==> config.mk <==
export PLATFORM = sky130hd
export DESIGN_NAME = decode_exec_ctrl
export DESIGN_NICKNAME = d
export VERILOG_FILES = /design/src/rtl/proc_pkg.sv /design/src/rtl/alu_core.sv /design/src/rtl/decode_exec_ctrl.sv
export SDC_FILE = /design/constraint.sdc
export NUM_CORES = 1
export LEC_CHECK = 0
export ABC_AREA = 1
export BUFFER_PORTS_ARGS = -buffer_cell sky130_fd_sc_hd__buf_2
export CAP_MARGIN = 20
export CORE_MARGIN = 2
export CORE_UTILIZATION = 35
export CTS_BUF_LIST = sky130_fd_sc_hd__clkbuf_8
export DETAILED_ROUTE_END_ITERATION = 8
export PLACE_DENSITY = 0.61
export SETUP_SLACK_MARGIN = 0.5
export SLEW_MARGIN = 5
export SYNTH_ARGS = -nofsm -noshare
export SYNTH_HDL_FRONTEND = slang
export SYNTH_SLANG_ARGS = --single-unit
==> constraint.sdc <==
create_clock -name clk -period 3.7 [get_ports clk]
set_clock_uncertainty 0.1 [all_clocks]
set_input_delay 1.11 -clock clk [delete_from_list [all_inputs] [get_ports clk]]
set_output_delay 1.11 -clock clk [all_outputs]
set_load 0.01 [all_outputs]
==> src/rtl/proc_pkg.sv <==
// Shared definitions for the 8-bit processor controller: opcodes,
// instruction field positions and controller state encoding.
package proc_pkg;

   // Opcodes held in instruction bits [15:12]
   localparam logic [3:0] OP_NOP  = 4'h0;
   localparam logic [3:0] OP_ADD  = 4'h1;
   localparam logic [3:0] OP_SUB  = 4'h2;
   localparam logic [3:0] OP_AND  = 4'h3;
   localparam logic [3:0] OP_OR   = 4'h4;
   localparam logic [3:0] OP_XOR  = 4'h5;
   localparam logic [3:0] OP_MOV  = 4'h6;
   localparam logic [3:0] OP_LDI  = 4'h7;
   localparam logic [3:0] OP_SHL  = 4'h8;
   localparam logic [3:0] OP_SHR  = 4'h9;
   localparam logic [3:0] OP_HALT = 4'hF;

   // Instruction field bit positions (imm8 overlaps rs1/rs2, LDI only)
   localparam int OPC_HI = 15;
   localparam int OPC_LO = 12;
   localparam int RD_HI  = 11;
   localparam int RD_LO  = 9;
   localparam int RS1_HI = 8;
   localparam int RS1_LO = 6;
   localparam int RS2_HI = 5;
   localparam int RS2_LO = 3;
   localparam int IMM_HI = 7;
   localparam int IMM_LO = 0;

   typedef enum logic [2:0] {
      ST_IDLE   = 3'd0,
      ST_FETCH  = 3'd1,
      ST_DECODE = 3'd2,
      ST_EXEC   = 3'd3,
      ST_WB     = 3'd4,
      ST_HALTED = 3'd5
   } state_e;

   // Opcodes 0x0..0x9 and 0xF are defined; 0xA..0xE are not
   function automatic logic is_legal(input logic [3:0] op);
      return (op <= OP_SHR) || (op == OP_HALT);
   endfunction

endpackage

==> src/rtl/alu_core.sv <==
// Combinational ALU: result, carry and zero for one instruction.
// Opcodes that do not define a carry pass carry_in through unchanged.
module alu_core
   import proc_pkg::*;
#(
   parameter int DATA_W = 8
) (
   input  logic [3:0]        op,
   input  logic [DATA_W-1:0] a,
   input  logic [DATA_W-1:0] b,
   input  logic [7:0]        imm8,
   input  logic              carry_in,
   output logic [DATA_W-1:0] result,
   output logic              carry_out,
   output logic              zero
);

   logic [DATA_W:0] sum;

   // Operation select; the DATA_W+1-bit sum carries ADD carry and SUB borrow
   always_comb begin
      sum       = '0;
      result    = '0;
      carry_out = carry_in;
      case (op)
         OP_ADD: begin
            sum       = {1'b0, a} + {1'b0, b};
            result    = sum[DATA_W-1:0];
            carry_out = sum[DATA_W];
         end
         OP_SUB: begin
            sum       = {1'b0, a} - {1'b0, b};
            result    = sum[DATA_W-1:0];
            carry_out = sum[DATA_W];
         end
         OP_AND: begin result = a & b; carry_out = 1'b0; end
         OP_OR:  begin result = a | b; carry_out = 1'b0; end
         OP_XOR: begin result = a ^ b; carry_out = 1'b0; end
         OP_MOV: result = a;
         OP_LDI: result = DATA_W'(imm8);
         OP_SHL: begin result = {a[DATA_W-2:0], 1'b0}; carry_out = a[DATA_W-1]; end
         OP_SHR: begin result = {1'b0, a[DATA_W-1:1]}; carry_out = a[0]; end
         default: result = '0;
      endcase
   end

   assign zero = (result == '0);

endmodule

==> src/rtl/decode_exec_ctrl.sv <==
// Fetch/decode/execute/writeback controller for the 8-bit processor.
// Instruction handshake: a word transfers on a rising edge where both
// instr_valid and instr_ready are high; instr_ready is only high in FETCH.
module decode_exec_ctrl
   import proc_pkg::*;
#(
   parameter int DATA_W  = 8,
   parameter int ADDR_W  = 3,
   parameter int INSTR_W = 16,
   parameter int PC_W    = 8
) (
   input  logic               clk,
   input  logic               rst_n,
   input  logic               start,
   input  logic [INSTR_W-1:0] instr,
   input  logic               instr_valid,
   output logic               instr_ready,
   output logic [PC_W-1:0]    pc,
   output logic [ADDR_W-1:0]  read_reg1,
   output logic [ADDR_W-1:0]  read_reg2,
   input  logic [DATA_W-1:0]  read_data1,
   input  logic [DATA_W-1:0]  read_data2,
   output logic [ADDR_W-1:0]  write_reg,
   output logic [DATA_W-1:0]  write_data,
   output logic               reg_write,
   output logic               zero_flag,
   output logic               carry_flag,
   output logic               illegal_op,
   output logic               halted,
   output logic               busy,
   output logic [2:0]         dbg_state
);

   state_e              state_q, state_d;
   logic [INSTR_W-1:0]  ir_q, ir_d;
   logic [PC_W-1:0]     pc_q, pc_d;
   logic [ADDR_W-1:0]   rr1_q, rr1_d, rr2_q, rr2_d;
   logic [ADDR_W-1:0]   wr_reg_q, wr_reg_d;
   logic [DATA_W-1:0]   wr_data_q, wr_data_d;
   logic                reg_write_q, reg_write_d;
   logic                zero_q, zero_d, carry_q, carry_d;
   logic                illegal_q, illegal_d;
   logic                ready_q, ready_d;
   logic                halted_q, halted_d;
   logic                busy_q, busy_d;

   logic [3:0]          op;
   logic [DATA_W-1:0]   alu_result;
   logic                alu_carry, alu_zero;

   assign op = ir_q[OPC_HI:OPC_LO];

   alu_core #(.DATA_W(DATA_W)) u_alu (
      .op        (op),
      .a         (read_data1),
      .b         (read_data2),
      .imm8      (ir_q[IMM_HI:IMM_LO]),
      .carry_in  (carry_q),
      .result    (alu_result),
      .carry_out (alu_carry),
      .zero      (alu_zero)
   );

   // Next-state and next-value logic; status outputs are decoded from state_d
   // so they are registered alongside the state
   always_comb begin
      state_d     = state_q;
      ir_d        = ir_q;
      pc_d        = pc_q;
      rr1_d       = rr1_q;
      rr2_d       = rr2_q;
      wr_reg_d    = wr_reg_q;
      wr_data_d   = wr_data_q;
      reg_write_d = 1'b0;
      zero_d      = zero_q;
      carry_d     = carry_q;
      illegal_d   = illegal_q;
      case (state_q)
         ST_IDLE: if (start) state_d = ST_FETCH;
         ST_FETCH: begin
            if (instr_valid && ready_q) begin
               ir_d    = instr;
               pc_d    = pc_q + 1'b1;
               // read addresses are ready during DECODE and held through EXEC
               rr1_d   = instr[RS1_HI:RS1_LO];
               rr2_d   = instr[RS2_HI:RS2_LO];
               state_d = ST_DECODE;
            end
         end
         ST_DECODE: state_d = ST_EXEC;
         ST_EXEC: begin
            if (op == OP_HALT) begin
               state_d = ST_HALTED;
            end else if (op == OP_NOP || !is_legal(op)) begin
               illegal_d = illegal_q | ~is_legal(op);
               state_d   = ST_FETCH;
            end else begin
               wr_reg_d    = ir_q[RD_HI:RD_LO];
               wr_data_d   = alu_result;
               carry_d     = alu_carry;
               zero_d      = alu_zero;
               reg_write_d = 1'b1;
               state_d     = ST_WB;
            end
         end
         ST_WB:     state_d = ST_FETCH;
         ST_HALTED: state_d = ST_HALTED;
         default:   state_d = ST_IDLE;
      endcase
      ready_d  = (state_d == ST_FETCH);
      halted_d = (state_d == ST_HALTED);
      busy_d   = (state_d != ST_IDLE) && (state_d != ST_HALTED);
   end

   // Controller registers; asynchronous reset discards any in-flight write
   always_ff @(posedge clk or negedge rst_n) begin
      if (!rst_n) begin
         state_q     <= ST_IDLE;
         ir_q        <= '0;
         pc_q        <= '0;
         rr1_q       <= '0;
         rr2_q       <= '0;
         wr_reg_q    <= '0;
         wr_data_q   <= '0;
         reg_write_q <= 1'b0;
         zero_q      <= 1'b0;
         carry_q     <= 1'b0;
         illegal_q   <= 1'b0;
         ready_q     <= 1'b0;
         halted_q    <= 1'b0;
         busy_q      <= 1'b0;
      end else begin
         state_q     <= state_d;
         ir_q        <= ir_d;
         pc_q        <= pc_d;
         rr1_q       <= rr1_d;
         rr2_q       <= rr2_d;
         wr_reg_q    <= wr_reg_d;
         wr_data_q   <= wr_data_d;
         reg_write_q <= reg_write_d;
         zero_q      <= zero_d;
         carry_q     <= carry_d;
         illegal_q   <= illegal_d;
         ready_q     <= ready_d;
         halted_q    <= halted_d;
         busy_q      <= busy_d;
      end
   end

   assign instr_ready = ready_q;
   assign pc          = pc_q;
   assign read_reg1   = rr1_q;
   assign read_reg2   = rr2_q;
   assign write_reg   = wr_reg_q;
   assign write_data  = wr_data_q;
   assign reg_write   = reg_write_q;
   assign zero_flag   = zero_q;
   assign carry_flag  = carry_q;
   assign illegal_op  = illegal_q;
   assign halted      = halted_q;
   assign busy        = busy_q;
   assign dbg_state   = state_q;

endmodule
**After elaboration in Yosys (flattened, before gate mapping)**

Cells that the tools add are included.

- Add/sub/neg operators: 3
- Magnitude comparators: 1
- Equal/unequal tests: 18
- Multiplexer cells: 10
- Bitwise gates (word level): 7
- Reductions and logical operators: 15

Operators by type and width:

| kind | number |
|---|---|
| $pmux 8 s9 | 1 |
| $pmux 3 s6 | 1 |
| $eq 4x3->1 const B | 4 |
| $eq 4x4->1 const B | 3 |
| $mux 3 | 4 |
| $add 8x8->9 | 1 |
| $eq 3x3->1 const B | 3 |
| $sub 8x8->9 | 1 |
| $add 8x1->8 const B | 1 |
| $and 8x8->8 | 1 |
| $eq 4x2->1 const B | 2 |
| $logic_not 8->1 | 1 |
| $or 8x8->8 | 1 |
| $xor 8x8->8 | 1 |
| $eq 3x1->1 const B | 2 |
| $eq 3x2->1 const B | 2 |
| $reduce_and 3->1 | 2 |
| $pmux 1 s5 | 1 |
| $reduce_bool 5->1 | 1 |
| $eq 4x1->1 const B | 1 |
| $le 4x4->1 const B | 1 |
| $logic_not 4->1 | 1 |
| $reduce_and 4->1 | 1 |
| $logic_not 3->1 | 1 |
| 10 further kinds | 16 |

- Flip-flop bits (word level): 51
- Output and inout bits: 35
- Logic and storage cells: 68

**Logic depth before layout (Yosys ltp)**

- Depth after elaboration: 9
- Gate-level depth with buffers: 15

**Modules after synthesis**

A second synthesis with hierarchy kept.

- Cell total of the unflattened synthesis: 506
- Area total of the unflattened synthesis: 3398.3 um^2

By module, submodules not included:

| module | times used | cells each | area each (um^2) | seq. area each (um^2) |
|---|---|---|---|---|
| decode_exec_ctrl | 1 | 216 | 1916.8 | 1126.1 |
| alu_core | 1 | 290 | 1481.4 | 0.0 |

**Worst setup path after synthesis**

OpenSTA, ideal clock, no wires.

- Kind: input to register
- From: input port read_data1[0]
- To: register zero_q, in the netlist zero_flag
- Arrival: 2489 ps
- Required time: 3535 ps
- Setup slack: 1046 ps
- Stages on the path: 14
- Cell sequence: inv_1 ha_1 fa_1 inv_1 nand2_1 nand2_1 nor2_1 nor2_1 nand2_1 nor2_1 nand3_1 nor2_1 nand4_1 nand2_1

- Cells in the longest elaborated chain, start to end: 3

Ends and longest elaborated chain:

| item | line | RTL |
|---|---|---|
| from (decl) | decode_exec_ctrl.sv:21 | `input logic [DATA_W-1:0] read_data1,` |
| $sub 8x8->9, or another cell as far along | alu_core.sv:32 | `sum = {1'b0, a} - {1'b0, b};` |
| $pmux 8 s9 * | alu_core.sv:25 | `case (op)` |
| $logic_not 8->1 * | alu_core.sv:47 | `assign zero = (result == '0);` |
| to (signal assigned) | decode_exec_ctrl.sv:141 | `zero_q <= zero_d;` |
| to (decl) | decode_exec_ctrl.sv:41 | `logic zero_q, zero_d, carry_q, carry_d;` |

Mark *: on every way between the ends. The rest lies on a longest branch, timed or not.
A chain may end at the register's enable or synchronous reset.

**Worst setup path after layout**

Same ends and word-level chain as after synthesis.

==> results.json <==
{
  "cts-root-buf": "clkbuf_8",
  "max_stage_delay_ns": 0.40,
  "cts_sinks": 45,
  "post-cts-setup-buffer-count": 0,
  "leakage_nw": 2.28,
  "dr.pass1.iters": 5,
  "die_w_um": 103,
  "rows": 36,
  "cts_hold_buf": 0,
  "fin_crit_sh": 0.749,
  "power_frac_comb": 0.498,
  "crit_slowest_cell": "fa_1",
  "cp_cell_sequence": "buf_2, inv_1, ha_1, fa_1, inv_1, nand2_1, nand2_1, nor2_1, nor2_1, nand2_1, nor2_1, nand3_1, nor2_1, nand4_1, nand2_1",
  "worst_setup_path_end_kind": "flop",
  "syn_area_mm2": 0.00345,
  "placed_area_mm2": 0.00387,
  "required_ns": 3.84,
  "status": "complete, no violations",
  "synthArstFlopShare": 1.00,
  "portBuffers": 70,
  "crit_path_start_kind": "primary input",
  "yosysWarnings": 0,
  "holdPathStages": 2,
  "synth_area_leaders": "dfrtp_1 (33%), nand2_1 (20%), ha_1 (9.4%)",
  "synth-seq-area-share": 0.326,
  "synthTopCellsByCount": "nand2_1 (186), inv_1 (66), dfrtp_1 (45), nor2_1 (45), nand3_1 (40)",
  "netSwitchingFraction": 0.457,
  "cap_violations": 0,
  "place_congestion": 0.937,
  "timing.slew.headroom": 0.499,
  "ant_nets": 0,
  "globalRoute.totalOverflow": 0,
  "period_needed_ns": 2.77,
  "area_delta_synth_final_pct": 16.9,
  "numCtsBuffers": 5,
  "tightest_slew_ns": 0.748,
  "route.detailed.drc": 0,
  "rr_worst_depth": 10,
  "drive_gt1_frac": 0.173,
  "largest_register_ffs": 16,
  "ir_worst_vdd_uv": 297,
  "cts.clk_slew.worst_paths_ns": 0.08,
  "power_density_mw_per_mm2": 637,
  "fp.dieH_um": 103,
  "synth_cell_types": 37,
  "grt_antenna_before_repair": 0,
  "regMostFlops": "ir_q",
  "viasPerCell": 4.78,
  "crit_type": "primary input to flop",
  "yosysTopAreaCellShare": 0.326,
  "clockBufferDepth": 2,
  "synthFlopType": "dfrtp_1",
  "timing.hold.ws_ns": 0.373,
  "nets": 635,
  "grt_max_degree": 46,
  "wire_per_inst_um": 13.7,
  "grt.total_usage": 0.187,
  "vias": 3367,
  "syn_nets": 572,
  "clk_latency_ns": 0.30,
  "routed_wl_um": 9670,
  "rsz0062_at_grt": "no",
  "p_int_w": 0.00140,
  "fillers": 1039,
  "grt_pass1_wl_um": 15500,
  "clkPwrFrac": 0.174,
  "cts_tree": "yes",
  "drtIter0Drc": 250,
  "post_cts_resize_count": 0,
  "yosysMostFrequentCell": "nand2_1",
  "yosysTopAreaCell": "dfrtp_1",
  "fin_area_mm2": 0.00403,
  "synth_seq_cells": 45,
  "switching_power_w": 0.00117,
  "syn_inst": 508,
  "finalSetupTns_ns": 0,
  "synth_edf_count": 0,
  "finalSetupViolCount": 0,
  "max_freq_mhz": 361,
  "initial_utilization": 0.356,
  "grt_pass1_vias": 3118,
  "synth.avg_cell_area_um2": 6.79,
  "seqPwrFrac": 0.329,
  "hp-class": "flop to flop",
  "core-area_mm2": 0.00968,
  "arrival_ns": 2.91,
  "ioPinCount": 71,
  "n_antenna_cell": 0,
  "dpl.hpwl_um": 7780,
  "finalHoldViolCount": 0,
  "crit_path_max_fanout": 5,
  "dieArea_mm2": 0.0107,
  "drv_slew": 0,
  "cts_max_level": 2
}
==> path summary, 6_finish.rpt <==
kind	slack, ns	from	end
setup / recovery	0.93	read_data1[0]	zero_flag
hold / removal	0.37	illegal_op	illegal_op
setup reg to reg	1.32	ir_q[14]	zero_flag
hold reg to reg	0.37	illegal_op	illegal_op
max in group asynchronous	2.53	rst_n	ir_q[12]
min in group asynchronous	0.53	rst_n	write_data[6]
==> power by group through the flow <==
stage	sequential [W]	combinational, W	clock (W)
finish	0.000844	0.00128	0.000446
global route	0.000872	0.00146	0.000475
CTS	0.000844	0.00128	0.000453
detailed placement	0.000852	0.00127	0
global placement	0.000846	0.00127	0
floorplan	0.000882	0.000840	0
==> cell type report <==
type                    count  area [um2]  area share
flip-flops and latches     45        1130       0.279
clock inverters             3        68.8      0.0171
well taps                 133         166      0.0413
repair buffers             72         378      0.0937
inverters                  71         267      0.0661
clock buffers               5        68.8      0.0171
multi-input cells         376        1960       0.485
==> cells by family after synthesis <==
| kind of cell | after synthesis | share of synthesized area |
|---|---|---|
| and+or+nand+nor | 301 | 0.375 |
| buffers and inverters | 87 | 0.106 |
| DFF | 45 | 0.326 |
| AOI/OAI and AO/OA | 40 | 0.0682 |
| adders and majority gates | 28 | 0.106 |
| xor gates and xnor gates | 7 | 0.0178 |
==> placed cells by master (no fill, tap or decap), types with 4 or more instances in the layout <==
| cell | n |
|---|---|
| o21ai_0 | 20 |
| inv_2 | 5 |
| ha_1 | 26 |
| nand4_1 | 10 |
| clkbuf_8 | 5 |
| a21oi_1 | 9 |
| nand2_1 | 186 |
| o211ai_1 | 4 |
| buf_2 | 70 |
| nor2_1 | 45 |
| dfrtp_1 | 45 |
| inv_1 | 66 |
| xor2_1 | 6 |
| nor3_1 | 4 |
| nand3_1 | 40 |
| nor2_2 | 4 |
==> worst max-delay path, delay by kind of cell <==
kind          cells  cell delay (ns)
fa+ha+maj         2             0.62
simple gates     10             0.85
buf+inv           3             0.35
==> stage by stage <==
step	utilization	power, W	setup WS (ns)	instances
2_1_floorplan	-	0.00172	1.05	508
3_3_place_gp	0.400	0.00211	0.648	696
3_5_place_dp	0.400	0.00213	0.631	696
4_1_cts	0.414	0.00257	0.946	704
5_1_grt	0.416	0.00281	0.718	705
6_report	0.416	0.00257	0.928	705
==> metal layers <==
layer  up-vias  routed length, um  GRT usage
met5         -                  0          0
met2       139               4360      0.298
met1      1507               4440      0.269
li1       1709                  -          -
met4         0                151     0.0476
met3        12                719     0.0269
No activity file was read; power rests on OpenSTA's default activity.
